### config.mk
export PLATFORM = sky130hd
export DESIGN_NAME = store_merge
export DESIGN_NICKNAME = d
export VERILOG_FILES = /design/src/rtl/store_merge.sv
export SDC_FILE = /design/constraint.sdc
export NUM_CORES = 1
export LEC_CHECK = 0
export ABC_AREA = 1
export CELL_PAD_IN_SITES_DETAIL_PLACEMENT = 1
export CELL_PAD_IN_SITES_GLOBAL_PLACEMENT = 1
export CORE_MARGIN = 2
export CORE_UTILIZATION = 33
export DETAILED_ROUTE_END_ITERATION = 10
export HOLD_SLACK_MARGIN = 0.03
export PLACE_DENSITY_LB_ADDON = 0.05
export RECOVER_POWER = 50
export SLEW_MARGIN = 20
export SYNTH_ARGS = -nofsm -noshare
export SYNTH_HDL_FRONTEND = slang
export SYNTH_SLANG_ARGS = --single-unit
### constraint.sdc
create_clock -name clk -period 3 [get_ports clk]
set_input_delay 0.75 -clock clk [delete_from_list [all_inputs] [get_ports clk]]
set_output_delay 0.75 -clock clk [all_outputs]
set_load 0.02 [all_outputs]
### src/rtl/store_merge.sv
// Store merge unit: aligns SB/SH/SW data onto 32-bit word lanes and drives one memory write.
// Build option: define STORE_RMW_EN to read-modify-write SB/SH as full-word writes.
//
// state | meaning
// IDLE  | ready for a request; done pulses here after a completed write
// READ  | RMW only: mem_re held until mem_rvalid, read word merged with new lanes
// WRITE | mem_we held with stable addr/data/be until mem_ack
// ERR   | one-cycle err pulse for a dropped misaligned/illegal request
module store_merge #(
  parameter int ADDR_W = 32
) (
  input  logic              clk,
  input  logic              reset_n,
  input  logic              req_valid,
  output logic              req_ready,
  input  logic [5:0]        opcode,
  input  logic [ADDR_W-1:0] addr,
  input  logic [31:0]       wdata,
  output logic [ADDR_W-1:0] mem_addr,
  output logic [31:0]       mem_wdata,
  output logic [3:0]        mem_be,
  output logic              mem_we,
  input  logic              mem_ack,
  output logic              mem_re,
  input  logic [31:0]       mem_rdata,
  input  logic              mem_rvalid,
  output logic              done,
  output logic              err
);

  localparam logic [5:0] OP_SB = 6'b101000;
  localparam logic [5:0] OP_SH = 6'b101001;
  localparam logic [5:0] OP_SW = 6'b101011;

  typedef enum logic [1:0] {IDLE, READ, WRITE, ERR} state_t;

  state_t              state_q, state_d;
  logic [ADDR_W-1:0]   addr_q, addr_d;
  logic [31:0]         wdata_q, wdata_d;
  logic [3:0]          be_q, be_d;
  logic                done_q, done_d;

  logic                legal;
  logic                needs_read;
  logic [3:0]          be_new;
  logic [31:0]         wd_new;

  function automatic logic [31:0] lane_mask(input logic [3:0] be);
    return {{8{be[3]}}, {8{be[2]}}, {8{be[1]}}, {8{be[0]}}};
  endfunction

  // Lane placement of the incoming request; only meaningful in IDLE.
  always_comb begin
    legal  = 1'b0;
    be_new = 4'b0000;
    wd_new = '0;
    case (opcode)
      OP_SB: begin
        legal  = 1'b1;
        be_new = 4'b0001 << addr[1:0];
        wd_new = {4{wdata[7:0]}};
      end
      OP_SH: begin
        legal  = ~addr[0];
        be_new = addr[1] ? 4'b1100 : 4'b0011;
        wd_new = {2{wdata[15:0]}};
      end
      OP_SW: begin
        legal  = (addr[1:0] == 2'b00);
        be_new = 4'b1111;
        wd_new = wdata;
      end
      default: ;
    endcase
    wd_new = wd_new & lane_mask(be_new);
  end

`ifdef STORE_RMW_EN
  assign needs_read = (opcode != OP_SW);
`else
  assign needs_read = 1'b0;
`endif

  always_ff @(posedge clk or negedge reset_n) begin
    if (!reset_n) state_q <= IDLE;
    else          state_q <= state_d;
  end

  always_comb begin
    state_d = state_q;
    case (state_q)
      IDLE: begin
        if (req_valid) begin
          if (!legal)          state_d = ERR;
          else if (needs_read) state_d = READ;
          else                 state_d = WRITE;
        end
      end
      READ:    if (mem_rvalid) state_d = WRITE;
      WRITE:   if (mem_ack)    state_d = IDLE;
      ERR:                     state_d = IDLE;
      default:                 state_d = IDLE;
    endcase
  end

  always_comb begin
    addr_d  = addr_q;
    wdata_d = wdata_q;
    be_d    = be_q;
    done_d  = (state_q == WRITE) && mem_ack;
    if (state_q == IDLE && req_valid && legal) begin
      addr_d  = {addr[ADDR_W-1:2], 2'b00};
      wdata_d = wd_new;
      be_d    = be_new;
    end
    // Merged word is always written whole, so enables widen to the full word.
    if (state_q == READ && mem_rvalid) begin
      wdata_d = (mem_rdata & ~lane_mask(be_q)) | wdata_q;
      be_d    = 4'b1111;
    end
  end

  always_ff @(posedge clk or negedge reset_n) begin
    if (!reset_n) begin
      addr_q  <= '0;
      wdata_q <= '0;
      be_q    <= '0;
      done_q  <= 1'b0;
    end else begin
      addr_q  <= addr_d;
      wdata_q <= wdata_d;
      be_q    <= be_d;
      done_q  <= done_d;
    end
  end

  always_comb begin
    req_ready = (state_q == IDLE);
    mem_we    = (state_q == WRITE);
`ifdef STORE_RMW_EN
    mem_re    = (state_q == READ);
`else
    mem_re    = 1'b0;
`endif
    err       = (state_q == ERR);
    done      = done_q;
    mem_addr  = (state_q == READ || state_q == WRITE) ? addr_q : '0;
    mem_wdata = (state_q == WRITE) ? wdata_q : '0;
    mem_be    = (state_q == WRITE) ? be_q : 4'b0000;
  end

endmodule
# == Word-level counts from Yosys, hierarchy flattened ==
# Index checks and enable logic that the tools add are counted.
# word_totals
regBits,69
input_bits,107
out_inout_bits,73
word_cells,45
# classes
eq_ne,9
shift,1
muxes,16
bitwise_logic,5
reduce_logical,9
# op_table
op,n
32-bit two-way mux,4
32-bit case mux with 3 select lines,1
32-bit AND,2
32-bit NOT,1
32-bit bitwise OR,1
6-bit equality test (second input constant),3
4-bit two-way mux,4
4-bit case mux with 3 select lines,1
2-bit case mux with 4 select lines,1
2-bit two-way mux,3
2-bit equality test (second input constant),2
1-bit logical AND,4
2-bit logical NOT,2
2-bit != test (second input constant),2
1-bit by 2-bit << shifter with 4-bit output (first input constant),1
1-bit case mux with 3 select lines,1
3-bit AND reduction,1
2-bit by 1-bit equality test with 1-bit output (second input constant),1
2-bit by 1-bit != test with 1-bit output (second input constant),1
2-bit nonzero test,1
1-bit logical OR,1
1-bit two-way mux,1
1-bit NOT,1

# == Longest topological paths before layout ==
# Gate-level depths: netlist (run 1).
# logic_depth
word_depth,5
depth_mapped,11
depth_no_buf,10

# == Worst setup path after synthesis (run 1) ==
# Ideal clock, no wire load.
# synth_timing
kind,flip-flop to output port
from,register state_q[0]
to,output port mem_be[1]
arrival_ns,1.572
t_required_ns,2.250
setup_slack_ns,0.678
stages_incl_launch_ff,7
cell_sequence,dfrtp_1 -> inv_1 -> ha_1 -> clkbuf_1 -> clkbuf_1 -> nand2_1 -> inv_1
# synth_between
elab_chain_len,2
# synth_lines
item,line_no,rtl
"start, declared",37,"state_t state_q, state_d;"
"start signal, assigned",86,else state_q <= state_d;
2-bit equality test,--,
via mem_we,22,"output logic mem_we,"
4-bit two-way mux,149,mem_be = (state_q == WRITE) ? be_q : 4'b0000;
"end, declared",21,"output logic [3:0] mem_be,"
# The timed path passes the listed nets, and every way through them passes these cells.

# == Worst setup path after layout (run 1) ==
# layout_timing
from,register state_q[0]
to,output port mem_addr[3]
# layout_between
elab_chain_len,3
elab_cells_between_ends,4
cone_classes,eq/ne (2); mux (1); reduce/logical (1)
# layout_lines
item,line_no,rtl
2-bit by 1-bit equality test with 1-bit output or 2-bit equality test (tied branches),147,mem_addr = (state_q == READ || state_q == WRITE) ? addr_q : '0;
1-bit logical OR (*),147,
32-bit two-way mux (*),147,
"end, declared",19,"output logic [ADDR_W-1:0] mem_addr,"
# Mark *: on every way between the ends. The rest lies on a longest branch, timed or not.

==> impl_metrics.toml, run 1 <==
[drt]
vias = 5307
wl_per_cell_um = 15.35
first_pass_iters = 4
routed_wirelength_um = 16830
vias_per_cell = 4.838
route.detailed.drc = 0
dr.first_iter.drc_count = 237
detail-route-antenna-nets = 0

[run]
drv_cap = 1

[cts]
cts-htree-levels = 3
post_cts_buffers = 0
cts_hold_buf = 0
clock_path_buffers = 2
cts.sinks = 69
cts_tree = "built"
cts-resized-gates = 0
insertion_delay_ps = 340
cts.clk_slew.worst_paths_ps = 60
numCtsBuffers = 9
clock-root-buffer = "clkbuf_16"

[critical_path]
criticalPathCategory = "reg2out"
worstPathArrival_ps = 2130
crit_required_ps = 2250
cpMostUsedCell = "inv_1"
crit_slowest_cell = "clkdlybuf4s50_1"
path_cells = "inv_1 > ha_1 > buf_8 > nand2_1 > inv_1 > clkdlybuf4s50_1"
slowest_delay_ps = 590
critPathMaxFanout = 30
critPathCaptureType = "primary output"
cp-start-kind = "flip-flop"

[sta]
setup_viol = 0
fmax_mhz = 347.5
drv_slew = 70
min_period_ps = 2878
skew_ps = 6.303
finalHoldViolCount = 0
holdWs_ps = 469.7
worst_pin_slew_ps = 1823
min_period_over_period_pct = 95.93
setup_ws_ps = 122.1
slew_headroom_pct = -21.50

[power_and_ir_drop]
power_frac_clock_pct = 26.9
finalPower_mw = 4.252
sequentialPowerShare_pct = 31.1
p_leak_nw = 3.986
vdd_ir_drop_max_uv = 296.5
powerDensity_nw_per_um2 = 608.5
p_switching_mw = 1.663
swShare_pct = 39.11
p_int_mw = 2.589
combPwrFrac_pct = 41.9

[synthesis]
synth_top_area_cell = "dfrtp_1"
synth_commonest_cells = "nand2_1, nand3_1, inv_1"
netlist_area_um2 = 4790
synth_flop_cell = "dfrtp_1"
synth.top_cell.area_share_pct = 36.05
ys_warn_count = 0
yosysMostFrequentCell = "nand2_1"
yosys.cell_types.count = 25
synth_seq_cells = 69
yosysSeqAreaShare_pct = 36.05
netlist_instances = 747
avgSynthCellArea_um2 = 6.412
synth_area_leaders = "dfrtp_1, nand2_1, nand3_1, inv_1, o21ai_0"
synth_edf_count = 0
synth_async_sr_flop_share_pct = 100.0

[finish]
fin_area_um2 = 6988
n_antenna_cell = 0
postLayoutCoreUtil_pct = 48.63
syn_to_final_growth_pct = 45.90
layout.nets = 1019
drive_gt1_share_pct = 6.353
fill_cells = 1916

[worst_hold_path]
worstHoldPathType = "reg2reg"

[place]
preCtsSetupSlack_ps = 369.5
hpwl_um = 12590
gp_congestion = 0.8439
placed_cell_area_um2 = 6695
port_buffers = 176

[global_routing]
antenna_found_initial = 0
grt_pass1_vias = 5552
grt_pass1_wl_um = 28190
grt_overflow = 0
track_usage_pct = 22.20
grt_start_max_net_pins = 70

[floorplan]
die_area_um2 = 15490
start_util_pct = 33.33
io_pins = 180
row_count = 44
die_x_um = 124.5
design.core.area_um2 = 14370
chipHeight_um = 124.5

[run_status]
outcome = "finished with violations"
violations = "max-capacitance violations, max-slew violations"
layer usage:
metal	GRT usage, %	part of all wire, %	wire length [um]	vias up
li1	-	-	-	2627
met1	27.89	44	7378	2536
met2	38.99	50	8493	114
met3	3.179	3.4	565	30
met4	7.535	2.4	396	0
met5	0	0	0	-
worst max-delay path, delay by kind of cell (launching register included):
kind	cells	cell delay, ps
DFF	1	390
and+or+nand+nor	1	90
adders and majority gates	1	320
buffers and inverters	4	970
cell families after synthesis:
family,after synthesis,synth area share (%)
AO/OA/AOI/OAI,37,3.918
adder cells (fa/ha/maj),4,1.045
buffers and inverters,161,14.32
flip-flops,69,36.05
other,1,0.07829
AND/OR/NAND/NOR,475,44.59
sequential cells by signal (all words and copies together), names as in the netlist:
| signal | count |
|---|---|
| wdata_q | 32 |
| addr_q | 30 |
| be_q | 4 |
| state_q | 2 |
| done | 1 |
stage by stage:
step | setup TNS, ps | cells
final | 0 | 1097
after global routing | -61.25 | 1097
after global placement | 0 | 1081
after CTS | 0 | 1097
after detailed placement | 0 | 1081
after floorplan | 0 | 749
layout by cell type (no fill, tap or decap):
cell type          n
nand2_1          276
clkdlybuf4s50_1  172
nand3_1          116
inv_1            110
dfrtp_1           69
nor2_1            36
o21ai_0           34
nand4_1           17
buf_4             12
nand3_2           11
clkbuf_16          9
nand3b_1           7
nand2_2            6
nor2_4             4
ha_1               4
inv_2              3
conb_1             3
clkbuf_1           3
dlygate4sd3_1      3
clkinv_1           2
o22ai_1            2
bufinv_16          2
clkinv_2           2
clkbuf_2           2
buf_12             2
nor2_2             1
nand2_4            1
a21oi_1            1
inv_6              1
clkinvlp_4         1
buf_8              1
final timing paths:
check | from | to | slack [ps] | depth (start not counted)
setup / recovery | state_q[0]$_DFFE_PN0P_ | mem_addr[3] | 120 | 6
hold reg to reg | addr_q[18]$_DFFE_PN0P_ | addr_q[18]$_DFFE_PN0P_ | 470 | 2
hold / removal | addr_q[18]$_DFFE_PN0P_ | addr_q[18]$_DFFE_PN0P_ | 470 | 2
max in group asynchronous | reset_n | wdata_q[12]$_DFFE_PN0P_ | 1020 | 1
min in group asynchronous | reset_n | wdata_q[18]$_DFFE_PN0P_ | 890 | 1
setup reg to reg | state_q[0]$_DFFE_PN0P_ | wdata_q[8]$_DFFE_PN0P_ | 1240 | 9
power groups by stage:
stage                     sequential (mW)  clock [mW]  combinational (mW)
after floorplan                      1.25           0                1.04
after global placement               1.33           0                1.74
after detailed placement             1.34           0                1.79
after CTS                            1.33        1.17                1.80
after global routing                 1.36        1.21                1.97
final                                1.32        1.15                1.78
area by class of cell:
cell class | count | area, um^2 | area share (%)
multi-input combinational | 519 | 2370 | 33.91
timing repair buffer | 194 | 1914 | 27.39
sequential | 69 | 1727 | 24.71
inverter | 115 | 431.7 | 6.177
tap | 184 | 230.2 | 3.295
clock buffer | 10 | 229.0 | 3.277
clock inverter | 6 | 86.33 | 1.235
Note: power is estimated with default switching activity, not from simulation.
==> run 2, diff against run 1 <==
Settings changed: CTS_BUF_LIST set to sky130_fd_sc_hd__clkbuf_4, SKIP_LAST_GASP set to 1.
==> impl_metrics.toml, run 2 (synthesis results as in run 1) <==
[run_status]
outcome = "finished with violations"
violations = "max-capacitance violations, max-slew violations"

[finish]
fill_cells = 1921
instances_no_fill = 1099
drive_gt1_share_pct = 6.776
largest_reg_flops = 32
mostFrequentLayoutCells = "nand2_1, nand3_1, inv_1, clkdlybuf4s50_1, dfrtp_1"
n_antenna_cell = 0
layout_commonest_cell = "nand2_1"
syn_to_final_growth_pct = 46.00
reg_top3 = "wdata_q (32), addr_q (30), be_q (4)"
largest_register = "wdata_q"
layout.nets = 1021

[floorplan]
die_area_um2 = 15490
row_count = 44
io_pins = 180
start_util_pct = 33.33
chipHeight_um = 124.5
design.core.area_um2 = 14370
die_x_um = 124.5

[sta]
min_period_ps = 2872
drv_slew = 70
holdWs_ps = 485.7
min_period_over_period_pct = 95.73
fmax_mhz = 348.2
slew_headroom_pct = -22.04
worst_pin_slew_ps = 1831
skew_ps = 14.45
rsz0062_at_grt = "no"
finalHoldViolCount = 0
setup_viol = 0

[critical_path]
cp-start-kind = "flip-flop"
reg2reg_depth = 9
worstPathArrival_ps = 2120
crit_required_ps = 2250
critPathMaxFanout = 19
critPathCaptureType = "primary output"
criticalPathCategory = "reg2out"

[place]
port_buffers = 176
dp_cells = 1081
hpwl_um = 12590
gp_congestion = 0.8439

[cts]
cts_tree = "built"
insertion_delay_ps = 440
clock_path_buffers = 2
cts-htree-levels = 3
clock-root-buffer = "clkbuf_4"
cts_hold_buf = 0
cts.sinks = 69
numCtsBuffers = 9
cts.clk_slew.worst_paths_ps = 130

[global_routing]
grt_pass1_vias = 5632
grt_pass1_wl_um = 28130
antenna_found_initial = 0
track_usage_pct = 22.10
grt_overflow = 0
grt_start_max_net_pins = 70

[drt]
routed_wirelength_um = 17230
vias_per_cell = 4.855
route.detailed.drc = 0
wl_per_cell_um = 15.68
dr.first_iter.drc_count = 246
vias = 5336
detail-route-antenna-nets = 0
first_pass_iters = 4

[power_and_ir_drop]
sequentialPowerShare_pct = 34.1
powerDensity_nw_per_um2 = 554.0
swShare_pct = 42.52
p_leak_nw = 4.892
p_switching_mw = 1.647
p_int_mw = 2.227
vdd_ir_drop_max_uv = 282.8
combPwrFrac_pct = 47.4
power_frac_clock_pct = 18.5

[worst_hold_path]
whs_path_depth = 2
worstHoldPathType = "reg2reg"

[run]
drv_cap = 1
[run 2: metrics by stage]
| step | power (mW) | setup slack [ps] | TNS, ps | area (um^2) | util (%) |
|---|---|---|---|---|---|
| after CTS | 3.881 | -39.67 | -113.0 | 6853 | 47.69 |
| after floorplan | 2.292 | 677.5 | 0 | 4797 | - |
| after global routing | 4.154 | 38.23 | 0 | 6993 | 48.67 |
| after detailed placement | 3.131 | 369.5 | 0 | 6695 | 46.60 |
| final | 3.874 | 128.2 | 0 | 6993 | 48.67 |
| after global placement | 3.071 | 423.2 | 0 | 6695 | 46.60 |
[run 2: worst paths after layout]
path | end | slack [ps] | start
setup / recovery | mem_wdata[21] | 130 | state_q[0]$_DFFE_PN0P_
hold / removal | addr_q[9]$_DFFE_PN0P_ | 490 | addr_q[9]$_DFFE_PN0P_
setup reg to reg | wdata_q[8]$_DFFE_PN0P_ | 1210 | state_q[0]$_DFFE_PN0P_
hold reg to reg | addr_q[9]$_DFFE_PN0P_ | 490 | addr_q[9]$_DFFE_PN0P_
max in group asynchronous | wdata_q[12]$_DFFE_PN0P_ | 1130 | reset_n
min in group asynchronous | wdata_q[18]$_DFFE_PN0P_ | 770 | reset_n
[run 2: cell type report]
| cell class | instances | area (um^2) | area share, % |
|---|---|---|---|
| multi-input cells | 519 | 2382 | 34.07 |
| flip-flops and latches | 69 | 1727 | 24.69 |
| clock inverters | 6 | 86.33 | 1.235 |
| well taps | 184 | 230.2 | 3.292 |
| repair buffers | 196 | 2061 | 29.47 |
| clock buffers | 10 | 75.07 | 1.074 |
| inverters | 115 | 431.7 | 6.173 |
[run 2: power by group through the flow]
stage / combinational, mW / sequential (mW) / clock (mW)
floorplan: 1.04 / 1.25 / 0
global placement: 1.74 / 1.33 / 0
detailed placement: 1.79 / 1.34 / 0
CTS: 1.82 / 1.32 / 0.742
global route: 2.02 / 1.36 / 0.775
finish: 1.84 / 1.32 / 0.716
[run 2: timing repair]
item,CTS,global route
setup buffers,0,1
hold endpoints to repair,0,0
gates cloned,0,1
setup endpoints to repair,45,53
gates resized for setup,16,52
[run 2: metal layers]
| layer | GRT usage [%] | vias to the layer above | wire length [um] |
|---|---|---|---|
| met5 | 0 | - | 0 |
| met4 | 6.940 | 0 | 335 |
| met3 | 3.265 | 25 | 611 |
| met2 | 39.12 | 111 | 8588 |
| met1 | 27.67 | 2568 | 7697 |
| li1 | - | 2632 | - |
[run 2: worst max-delay path, stage by stage, from the launching register on]
cell and delay, ps:
dfrtp_1 430, inv_1 160, ha_4 210, clkbuf_16 200
nand2_1 60, inv_1 50, clkdlybuf4s50_1 590
